File: config.mk
export PLATFORM = sky130hd
export DESIGN_NAME = uart_rx
export DESIGN_NICKNAME = d
export VERILOG_FILES = /design/src/rtl/uart_rx.sv
export SDC_FILE = /design/constraint.sdc
export NUM_CORES = 1
export LEC_CHECK = 0
export ABC_AREA = 1
export CORE_UTILIZATION = 67
export CTS_BUF_LIST = sky130_fd_sc_hd__clkbuf_2
export CTS_CLUSTER_SIZE = 20
export DETAILED_ROUTE_END_ITERATION = 10
export GPL_ROUTABILITY_DRIVEN = 0
export PLACE_DENSITY = 0.87
export SYNTH_ARGS = -nofsm -noshare
export SYNTH_HDL_FRONTEND = slang
export SYNTH_SLANG_ARGS = --single-unit
File: constraint.sdc
create_clock -name clk -period 5.4 [get_ports clk]
set_input_delay 0.54 -clock clk [delete_from_list [all_inputs] [get_ports clk]]
set_output_delay 0.54 -clock clk [all_outputs]
set_load 0.1 [all_outputs]
File: src/rtl/uart_rx.sv
`timescale 1ns/1ps
// -----------------------------------------------------------------------------
// uart_rx
//   8N1 UART receiver with a first-word-fall-through receive FIFO.
//   The pin passes through a two-flop synchroniser. A single baud counter times
//   the half-bit delay to the middle of the start bit, then full bit periods
//   for the eight data bits and the stop bit. Good bytes go into the FIFO.
//   A low stop bit is reported as a framing error. A good byte that finds the
//   FIFO full is reported as an overrun.
//
// Parameters
//   CLK_FREQ    core clock frequency in Hz
//   BAUD        line rate in bit/s (bit period = CLK_FREQ/BAUD, truncated)
//   FIFO_DEPTH  receive FIFO entries, power of 2, >= 2
//
// Ports
//   clk        core clock, all logic on the rising edge
//   rst_n      synchronous reset, active-low
//   rx         asynchronous serial input, idle-high
//   rd         pop the FIFO head (ignored while empty)
//   rd_data    FIFO head byte, 8'h00 while empty
//   empty      FIFO holds no bytes
//   full       FIFO holds FIFO_DEPTH bytes
//   count      number of bytes held
//   busy       receiver is not idle
//   frame_err  one-cycle pulse: stop bit sampled low
//   overrun    one-cycle pulse: good byte dropped because the FIFO was full
// -----------------------------------------------------------------------------
module uart_rx #(
  parameter int CLK_FREQ   = 10_000_000,
  parameter int BAUD       = 9600,
  parameter int FIFO_DEPTH = 8
) (
  input  logic                              clk,
  input  logic                              rst_n,
  input  logic                              rx,
  input  logic                              rd,
  output logic [7:0]                        rd_data,
  output logic                              empty,
  output logic                              full,
  output logic [$clog2(FIFO_DEPTH+1)-1:0]   count,
  output logic                              busy,
  output logic                              frame_err,
  output logic                              overrun
);

  localparam int DIV   = CLK_FREQ / BAUD;
  localparam int HALF  = DIV / 2;
  localparam int CNT_W = $clog2(DIV + 1);
  localparam int PTR_W = $clog2(FIFO_DEPTH);
  localparam int CW    = $clog2(FIFO_DEPTH + 1);

  localparam logic [CNT_W-1:0] LOAD_FULL = CNT_W'(DIV - 1);
  localparam logic [CNT_W-1:0] LOAD_HALF = CNT_W'(HALF - 1);
  localparam logic [CW-1:0]    CNT_FULL  = CW'(FIFO_DEPTH);

  typedef enum logic [2:0] {
    ST_IDLE  = 3'd0,
    ST_START = 3'd1,
    ST_DATA  = 3'd2,
    ST_STOP  = 3'd3,
    ST_BREAK = 3'd4
  } state_t;

  // synchroniser
  logic sync1_r;
  logic rxs_r;

  // receiver state
  state_t           state_r,  state_s;
  logic [CNT_W-1:0] baud_cnt_r, baud_cnt_s;
  logic [2:0]       idx_r,    idx_s;
  logic [7:0]       shift_r,  shift_s;
  logic             tick_s;
  logic             push_s;
  logic             frame_err_s;
  logic             overrun_s;
  logic             frame_err_r;
  logic             overrun_r;

  // FIFO storage
  logic [7:0]       mem_r [FIFO_DEPTH];
  logic [PTR_W-1:0] wr_ptr_r;
  logic [PTR_W-1:0] rd_ptr_r;
  logic [CW-1:0]    count_r;
  logic             pop_s;
  logic             empty_s;
  logic             full_s;

  // Two-flop synchroniser on the asynchronous pin; resets to the idle level.
  always_ff @(posedge clk) begin
    if (!rst_n) begin
      sync1_r <= 1'b1;
      rxs_r   <= 1'b1;
    end else begin
      sync1_r <= rx;
      rxs_r   <= sync1_r;
    end
  end

  assign tick_s  = (baud_cnt_r == {CNT_W{1'b0}});
  assign empty_s = (count_r == {CW{1'b0}});
  assign full_s  = (count_r == CNT_FULL);
  // A pop is only honoured when there is something to pop.
  assign pop_s   = rd & ~empty_s;

  // Receiver next-state, counter, shift register and event decode.
  always_comb begin
    state_s     = state_r;
    idx_s       = idx_r;
    shift_s     = shift_r;
    push_s      = 1'b0;
    frame_err_s = 1'b0;
    overrun_s   = 1'b0;
    // While timing a bit the counter runs down and reloads a full period.
    if (tick_s) begin
      baud_cnt_s = LOAD_FULL;
    end else begin
      baud_cnt_s = baud_cnt_r - {{(CNT_W-1){1'b0}}, 1'b1};
    end

    case (state_r)
      ST_IDLE: begin
        if (!rxs_r) begin
          state_s    = ST_START;
          baud_cnt_s = LOAD_HALF;
        end else begin
          baud_cnt_s = baud_cnt_r;
        end
      end
      ST_START: begin
        if (tick_s) begin
          if (!rxs_r) begin
            state_s = ST_DATA;
            idx_s   = 3'd0;
          end else begin
            // line went back high before mid start bit: glitch, no flags
            state_s = ST_IDLE;
          end
        end else begin
          state_s = ST_START;
        end
      end
      ST_DATA: begin
        if (tick_s) begin
          shift_s[idx_r] = rxs_r;
          if (idx_r == 3'd7) begin
            state_s = ST_STOP;
          end else begin
            idx_s = idx_r + 3'd1;
          end
        end else begin
          state_s = ST_DATA;
        end
      end
      ST_STOP: begin
        if (tick_s) begin
          if (rxs_r) begin
            state_s = ST_IDLE;
            // a simultaneous pop frees the slot even when full
            if (!full_s || rd) begin
              push_s = 1'b1;
            end else begin
              overrun_s = 1'b1;
            end
          end else begin
            state_s     = ST_BREAK;
            frame_err_s = 1'b1;
          end
        end else begin
          state_s = ST_STOP;
        end
      end
      ST_BREAK: begin
        baud_cnt_s = baud_cnt_r;
        // no start detection until the line has returned high
        if (rxs_r) begin
          state_s = ST_IDLE;
        end else begin
          state_s = ST_BREAK;
        end
      end
      default: begin
        state_s    = ST_IDLE;
        baud_cnt_s = {CNT_W{1'b0}};
      end
    endcase
  end

  // Receiver state registers and registered status pulses.
  always_ff @(posedge clk) begin
    if (!rst_n) begin
      state_r     <= ST_IDLE;
      baud_cnt_r  <= {CNT_W{1'b0}};
      idx_r       <= 3'd0;
      shift_r     <= 8'h00;
      frame_err_r <= 1'b0;
      overrun_r   <= 1'b0;
    end else begin
      state_r     <= state_s;
      baud_cnt_r  <= baud_cnt_s;
      idx_r       <= idx_s;
      shift_r     <= shift_s;
      frame_err_r <= frame_err_s;
      overrun_r   <= overrun_s;
    end
  end

  // FIFO pointers and occupancy; pointers wrap naturally at FIFO_DEPTH.
  always_ff @(posedge clk) begin
    if (!rst_n) begin
      wr_ptr_r <= {PTR_W{1'b0}};
      rd_ptr_r <= {PTR_W{1'b0}};
      count_r  <= {CW{1'b0}};
    end else begin
      if (push_s) begin
        wr_ptr_r <= wr_ptr_r + {{(PTR_W-1){1'b0}}, 1'b1};
      end else begin
        wr_ptr_r <= wr_ptr_r;
      end
      if (pop_s) begin
        rd_ptr_r <= rd_ptr_r + {{(PTR_W-1){1'b0}}, 1'b1};
      end else begin
        rd_ptr_r <= rd_ptr_r;
      end
      case ({push_s, pop_s})
        2'b10:   count_r <= count_r + {{(CW-1){1'b0}}, 1'b1};
        2'b01:   count_r <= count_r - {{(CW-1){1'b0}}, 1'b1};
        default: count_r <= count_r;
      endcase
    end
  end

  // FIFO storage. Not reset: a slot is never visible before it is written,
  // because rd_data is forced to zero while the FIFO is empty.
  always_ff @(posedge clk) begin
    if (push_s) begin
      mem_r[wr_ptr_r] <= shift_r;
    end
  end

  // First-word-fall-through head output.
  always_comb begin
    if (empty_s) begin
      rd_data = 8'h00;
    end else begin
      rd_data = mem_r[rd_ptr_r];
    end
  end

  assign empty     = empty_s;
  assign full      = full_s;
  assign count     = count_r;
  assign busy      = (state_r != ST_IDLE);
  assign frame_err = frame_err_r;
  assign overrun   = overrun_r;

endmodule

# Word level (Yosys, flattened, before mapping)
# Memory sizes are Yosys's and may differ from the RTL's. A register that Yosys moved wholly into a read port is not among the register bits.
# Cells that the tools add are included.
dict set report classes {
  add_sub_neg 6
  n_lt_le_gt_ge 2
  n_eq_ne 14
  n_mux 31
  bitwise 3
  reduce_logical 16
}
# op count
set op_table {}
lappend op_table {{two-way mux 3 bit} 12}
lappend op_table {{case mux 11 bit (3 select lines)} 1}
lappend op_table {{two-way mux 11 bit} 2}
lappend op_table {{case mux 3 bit (5 select lines)} 1}
lappend op_table {{logical NOT 11 bit} 1}
lappend op_table {{subtractor 11 x 1 -> 11 bit (second input constant)} 1}
lappend op_table {{inequality test 2 bit (second input constant)} 5}
lappend op_table {{adder 3 x 1 -> 3 bit (second input constant)} 3}
lappend op_table {{two-way mux 1 bit} 9}
lappend op_table {{bitwise mux 8 bit} 1}
lappend op_table {{two-way mux 8 bit} 1}
lappend op_table {{case mux 4 bit (2 select lines)} 1}
lappend op_table {{equality test 3 x 2 -> 1 bit (second input constant)} 2}
lappend op_table {{equality test 3 bit (second input constant)} 2}
lappend op_table {{case mux 3 bit (2 select lines)} 1}
lappend op_table {{AND reduction 2 bit} 3}
lappend op_table {{AND reduction 5 bit} 1}
lappend op_table {{adder 4 x 1 -> 4 bit (second input constant)} 1}
lappend op_table {{equality test 4 bit (second input constant)} 1}
lappend op_table {{logical NOT 4 bit} 1}
lappend op_table {{less-than comparator 3 x 4 -> 1 bit (second input constant)} 1}
lappend op_table {{AND reduction 4 bit} 1}
lappend op_table {{nonzero test 2 bit} 2}
lappend op_table {{subtractor 4 x 1 -> 4 bit (second input constant)} 1}
lappend op_table {{other kinds (16)} 17}
dict set report word_totals {
  register_bits 39
  mem_bits_rw 64
  input_bits 4
  n_memories 1
}
# memory depth width read_ports rd_clocked_by_memory_dff write_ports line
set memory_table {}
lappend memory_table {mem_r 8 8 1 1 1 82} ;# logic [7:0] mem_r [FIFO_DEPTH];

# Longest topological paths before layout
# Gate-level depths: netlist of run 1.
dict set report logic_depth {
  ltp_word 9
  ltp_mapped 15
  depth_no_buf 15
}

# Worst setup path after synthesis of run 1
# OpenSTA, ideal clock, no wires.
dict set report synth_path {
  path_kind {reg-to-output}
  startpoint {register count_r[3], in the netlist count[3]}
  endpoint {output port full}
  arrival_ps 4012
  required_ps 4860
  slack_ps 848
  stages_incl_launch_ff 3
  n_path_buf 0
  path_cell_list {dfxtp_1 -> inv_1 -> nor4_1}
}
dict set report synth_via {
  elab_chain_len 1
}
# item line
set synth_rtl {}
lappend synth_rtl {{from (decl)} 85} ;# logic [CW-1:0] count_r;
lappend synth_rtl {{from (signal assigned)} 214} ;# count_r <= {CW{1'b0}};
lappend synth_rtl {{from (signal assigned)} 227} ;# 2'b10: count_r <= count_r + {{(CW-1){1'b0}}, 1'b1};
lappend synth_rtl {{from (signal assigned)} 228} ;# 2'b01: count_r <= count_r - {{(CW-1){1'b0}}, 1'b1};
lappend synth_rtl {{equality test 4 bit} 103} ;# assign full_s = (count_r == CNT_FULL);
lappend synth_rtl {{to (decl)} 40} ;# output logic full,
# No other way between the ends.

==> impl_metrics.csv, run 1 <==
group,metric,value,unit
run_status,status,"completed",
critical_path,slowest_delay,1.17,ns
critical_path,critPathArrivalTime,3.60,ns
hold_path,hp-start,"sync1_r",
cts,hold_buffers,0,
synth,yosys-top-cells-area,"edfxtp_1, dfxtp_1, nor2_1",
critical_path,worstPathCellList,"buf_4, inv_1, o21ai_0, o21ai_0, o21ai_0, a31oi_1, clkdlybuf4s50_1",
sta,grt_setup_unrepaired,"false",
hold_path,min_to,"rxs_r",
floorplan,die_height,85.9,um
synth,synth_warnings,0,
place,dp_cells,615,
grt,grt_pass1_wl,15600,um
cts,root_buffer,"clkbuf_2",
place,portBuffers,20,
sta,fmax,242,MHz
critical_path,cp_slowest_cell,"clkdlybuf4s50_1",
sta,setup_ws,1.26,ns
critical_path,start_kind,"register",
route,ant_nets,0,
hold_path,hold_class,"reg -> reg",
cts,clock_sinks,106,
critical_path,crit_family,"buffers and inverters",
cts,cts_inserted_buffers,9,
sta,fin_crit_sh,76.7,%
critical_path,r2r_start,"baud_cnt_r[0]",
critical_path,rr_worst_depth,8,
pwr,ir_worst_vdd,0.207,mV
cts,cts_buffer_depth,2,
grt,overflow,0,
job,drv_cap,0,
synth,synth_cell_types,34,
cts,ctsHtreeMaxLevel,3,
sta,skew,0.0199,ns
synth,syn_area,4720,sq um
synth,synth_top_area_share,40.7,%
layout,regArea,2760,sq um
layout,multiInputGateArea,1700,sq um
route,dr.pass1.iters,5,
critical_path,crit_fanout,33,
floorplan,ioPinCount,21,
critical_path,cp-end-kind,"output pin",
floorplan,initial_core_util,69.5,%
pwr,p_leak,1.90,nW
grt,grt_use_total,28.1,%
layout,postLayoutCoreUtil,74.8,%
sta,tightest_slew,1.01,ns
sta,post-route-min-period,4.14,ns
cts,clkSlewWorstSetupHoldPaths,0.29,ns
hold_path,worstHoldPathCells,1,
grt,grt_pass1_vias,3381,
cts,post-cts-setup-buffers,0,
critical_path,timing.critical_path.mode_cell,"o21ai_0",
critical_path,cp.required,4.86,ns
route,drc,0,
critical_path,r2r_slack,2.54,ns
floorplan,die-area,7380,sq um
sta,final_hold_viol_count,0,
layout,nNetsFinal,542,
synth,syn-instance-count,514,
critical_path,r2r_end,"mem_r[7][2]",
synth,yosysSeqAreaShare,58.5,%
pwr,total_power,2.47,mW
sta,slew-limit-headroom,32.6,%
place,post-place-ws,1.95,ns
place,dpl_cell_area,4970,sq um
layout,stdcell_count,631,
synth,syn_area_per_cell,9.18,sq um
layout,antenna_cells,0,
floorplan,fp.dieW,85.9,um
critical_path,worst-path-buf-inv,3,
route,vias_per_cell,5.66,
sta,drv_slew,0,
route,drtIter0Drc,295,
floorplan,coreArea,6790,sq um
cts,tritoncts,"done",
synth,ys_ff_latch,106,
pwr,p_per_area,486,nW/um^2
sta,whs,0.461,ns
floorplan,rows,30,
layout,final_area,5080,sq um
cts,clk_latency,0.56,ns
layout,fillers,498,
synth,synth_nets,526,
place,hpwl,6590,um
synth,synth_top_cell_by_area,"edfxtp_1",
grt,grt_max_degree,34,
cts,cts_resized,0,
critical_path,setup.worst_path.class,"reg -> out",
sta,setup_tns,0,ns
grt,antenna_found_initial,0,
route,post_drt_wl_per_cell,15.2,um
route,dr_total_vias,3569,
sta,final-setup-viol-count,0,
route,postRouteWirelength,9600,um
layout,final_layout_size_suffix_gt1_share,7.29,%
layout,area_delta_synth_final,7.74,%
-- registers in the layout, indices dropped and copies added, names as in the netlist, named ones only --
signal / cells
rxs_r: 1
rd_ptr_r: 3
baud_cnt_r: 11
idx_r: 3
overrun: 1
sync1_r: 1
shift_r: 8
count: 4
frame_err: 1
wr_ptr_r: 3
state_r: 3
mem_r: 64
-- cells in the mapped netlist --
master / number
nand2_2: 2
nand3_4: 2
or2_2: 2
nor2_2: 1
clkbuf_1: 10
ha_1: 8
nor3_2: 3
a21oi_4: 1
buf_6: 1
xor2_1: 6
o31ai_1: 1
o21bai_1: 1
nor2_4: 4
edfxtp_1: 64
nor2_1: 104
a31oi_1: 8
o21ai_1: 8
nand3_1: 21
dfxtp_1: 42
inv_1: 43
a21oi_1: 27
nand4_1: 6
nor3_1: 4
buf_2: 4
inv_6: 1
and3_1: 1
inv_2: 5
or2_4: 1
o21ai_0: 57
nand2_1: 72
buf_1: 1
o22ai_1: 1
nor4_1: 1
xnor2_1: 1
-- placed cells by master, fill, tap and decap left out, drive strengths merged, types with 8 or more instances in the layout --
cell type,instances
nand2,74
nand3,23
a31oi,8
edfxtp,64
ha,8
a21oi,28
inv,54
o21ai,65
clkdlybuf4s50,20
nor2,109
dfxtp,42
clkbuf,9
-- worst register-to-register path, cell delays in order, from the launching register on --
cell,delay [ns]
dfxtp_1,0.38
inv_1,0.11
ha_1,0.26
nand2_1,0.08
nor2_1,0.16
nand4_1,0.21
nor3_2,0.32
nand2_1,0.20
nor2_1,0.79
-- cell type report --
type                            instances  area share, %
Sequential cell                       106           54.3
Multi-Input combinational cell        343           33.3
Timing Repair Buffer                   21           4.08
Inverter                               49           3.72
Tap cell                               96           2.36
Clock inverter                          7           1.28
Clock buffer                            9          0.886
-- routing by layer --
| metal | global-route usage [%] | routed length [um] | vias to the layer above |
|---|---|---|---|
| met5 | 0 | 0 | - |
| met3 | 4.14 | 633 | 33 |
| li1 | - | - | 1759 |
| met2 | 48.3 | 4680 | 153 |
| met4 | 12.6 | 292 | 0 |
| met1 | 35.3 | 4000 | 1624 |
-- how the worst max path moves through the flow --
stage / startpoint / to / slack [ns] / depth (start not counted)
after floorplan: count[3] / full / 0.85 / 2
final: register / rd_data[0] / 1.26 / 7
after global routing: register / rd_data[2] / 1.03 / 7
after CTS: register / rd_data[0] / 1.28 / 7
after detailed placement: register / rd_data[0] / 1.95 / 7
after global placement: register / rd_data[2] / 2.01 / 7
-- where the power goes --
group | internal [mW] | switching (mW) | total (mW)
combinational | 0.288 | 0.887 | 1.17
sequential | 0.886 | 0.0609 | 0.947
clock | 0.0745 | 0.273 | 0.347
total | 1.25 | 1.22 | 2.47
-- cells by family (layout without fill, tap and decap cells) --
logic type | count (synthesis) | count (layout) | synth area share [%]
buffers and inverters | 65 | 86 | 5.54
flip-flops | 106 | 106 | 58.5
AND/OR/NAND/NOR | 224 | 224 | 20.9
XOR/XNOR | 7 | 7 | 1.30
adder cells (fa/ha/maj) | 8 | 8 | 2.12
AO/OA/AOI/OAI | 104 | 104 | 11.6
Power figures use the tool's default switching activity.
==> run 2, diff against run 1 <==
- CORE_UTILIZATION: 67 -> 62
- PLACE_DENSITY: 0.87 -> 0.81
- clock period: 5.4 -> 3.9 ns (I/O delays scaled with it)
==> run 2 against run 1 <==
Against the previous run:
- sequential cell count unchanged
- highest routed layer unchanged
- combinational power increased by 38%
- power increased by 39%
- hold slack worse by 0.079 ns
- critical path depth shrank 3
- worst setup slack worse by 0.48 ns
- sequential power increased by 39%
- wire length decreased by 2.5%
- die area increased by 7.9%
- cell count grew 0.48%
==> impl_metrics.csv, run 2 (synthesized netlist as in run 1, its figures left out) <==
group,metric,value,unit
run_status,status,"completed",
layout,layout_commonest_cell,"nor2_1",
floorplan,ioPinCount,21,
sta,slew-limit-headroom,35.0,%
grt,grt_pass1_wl,15100,um
sta,fin_crit_sh,80.0,%
sta,skew,0.0254,ns
job,drv_cap,0,
grt,overflow,0,
floorplan,die-area,7960,sq um
critical_path,crit_fanout,10,
route,post_drt_wl_per_cell,14.8,um
pwr,p_leak,1.92,nW
cts,cts_buffer_depth,2,
layout,area_delta_synth_final,7.58,%
critical_path,setup.worst_path.class,"reg -> out",
grt,grt_use_total,25.1,%
place,portBuffers,20,
cts,clock_sinks,106,
place,dpl_cell_area,4960,sq um
critical_path,cp-end-kind,"output pin",
critical_path,start_kind,"register",
layout,final_layout_size_suffix_gt1_share,8.97,%
sta,fmax,321,MHz
critical_path,cp.required,3.51,ns
grt,antenna_found_initial,0,
sta,tightest_slew,0.972,ns
floorplan,coreArea,7290,sq um
pwr,ir_worst_vdd,0.285,mV
cts,post-cts-setup-buffers,0,
place,hpwl,6430,um
sta,post-route-min-period,3.12,ns
layout,final_area,5080,sq um
sta,setup_tns,0,ns
cts,clk_latency,0.54,ns
layout,antenna_cells,0,
sta,final-setup-viol-count,0,
layout,fillers,564,
layout,nNetsFinal,542,
cts,cts_resized,0,
grt,grt_max_degree,33,
sta,grt_setup_unrepaired,"false",
route,dr_total_vias,3511,
layout,largest_reg_flops,64,
floorplan,initial_core_util,64.7,%
cts,cts_inserted_buffers,9,
cts,tritoncts,"done",
route,dr.pass1.iters,5,
layout,final_cell_mix,"nor2_1, nand2_1, edfxtp_1",
route,ant_nets,0,
layout,top_register,"mem_r",
cts,clkSlewWorstSetupHoldPaths,0.27,ns
cts,root_buffer,"clkbuf_2",
floorplan,die_height,89.2,um
hold_path,hold_class,"in -> reg",
route,postRouteWirelength,9360,um
critical_path,critPathArrivalTime,2.73,ns
cts,hold_buffers,0,
route,drc,0,
floorplan,rows,31,
cts,ctsHtreeMaxLevel,3,
route,vias_per_cell,5.54,
grt,grt_pass1_vias,3203,
sta,drv_slew,0,
floorplan,fp.dieW,89.2,um
layout,top_regs,"mem_r: 64 flops, baud_cnt_r: 11 flops, shift_r: 8 flops",
route,drtIter0Drc,226,
pwr,p_per_area,677,nW/um^2
sta,final_hold_viol_count,0,
## run 2: changes by cell type in the layout (fill, tap and decap cells not counted), moves of 2 or more
cell / delta
buf_4: +8
clkinv_2: +3
inv_8: -2
clkdlybuf4s50_1: -8
## run 2: worst max-delay path: stages (launching register included)
cell and delay (ns):
dfxtp_1 0.45, nor2_1 0.17, nand3_1 0.32, inv_1 0.12, clkdlybuf4s50_1 1.13
## run 2: cell type report
class | instances | area [sq um] | share of cell area [%]
Clock buffer | 9 | 45.0 | 0.887
Timing Repair Buffer | 21 | 188 | 3.70
Clock inverter | 7 | 67.6 | 1.33
Multi-Input combinational cell | 343 | 1700 | 33.5
Tap cell | 99 | 124 | 2.44
Inverter | 49 | 189 | 3.72
Sequential cell | 106 | 2760 | 54.4
## run 2: metal layers
metal / up-vias / GRT usage, % / part of all wire (%)
met5: - / 0 / 0
met4: 0 / 8.37 / 1.7
met3: 16 / 3.79 / 6.2
met2: 122 / 41.8 / 48
met1: 1614 / 34.0 / 44
li1: 1759 / - / -
## run 2: per-stage QoR
stage | hold WS, ns | worst slack [ns] | utilization (%) | cells | total power [mW]
3_5_place_dp | 0.431 | 1.14 | 68.1 | 618 | 2.95
5_1_grt | 0.380 | 0.618 | 69.6 | 634 | 3.61
6_report | 0.383 | 0.781 | 69.6 | 634 | 3.44
4_1_cts | 0.378 | 0.773 | 69.6 | 634 | 3.44
2_1_floorplan | 0.393 | 0.406 | - | 514 | 2.62
3_3_place_gp | 0.403 | 1.24 | 68.1 | 618 | 2.92
## run 2: path summary, 6_finish.rpt
| path | from | end | slack [ns] | cells after the start |
|---|---|---|---|---|
| min reg2reg | sync1_r | rxs_r | 0.48 | 1 |
| min | rx | sync1_r | 0.38 | 2 |
| max reg2reg | baud_cnt_r[0] | count[2] | 1.19 | 14 |
| max | count[0] | empty | 0.78 | 4 |
## run 2: where the power goes
part | internal [mW] | switching [mW] | leakage (nW)
clock | 0.149 | 0.355 | 0.0724
combinational | 0.380 | 1.24 | 0.913
sequential | 1.23 | 0.0895 | 0.939
total | 1.75 | 1.68 | 1.92
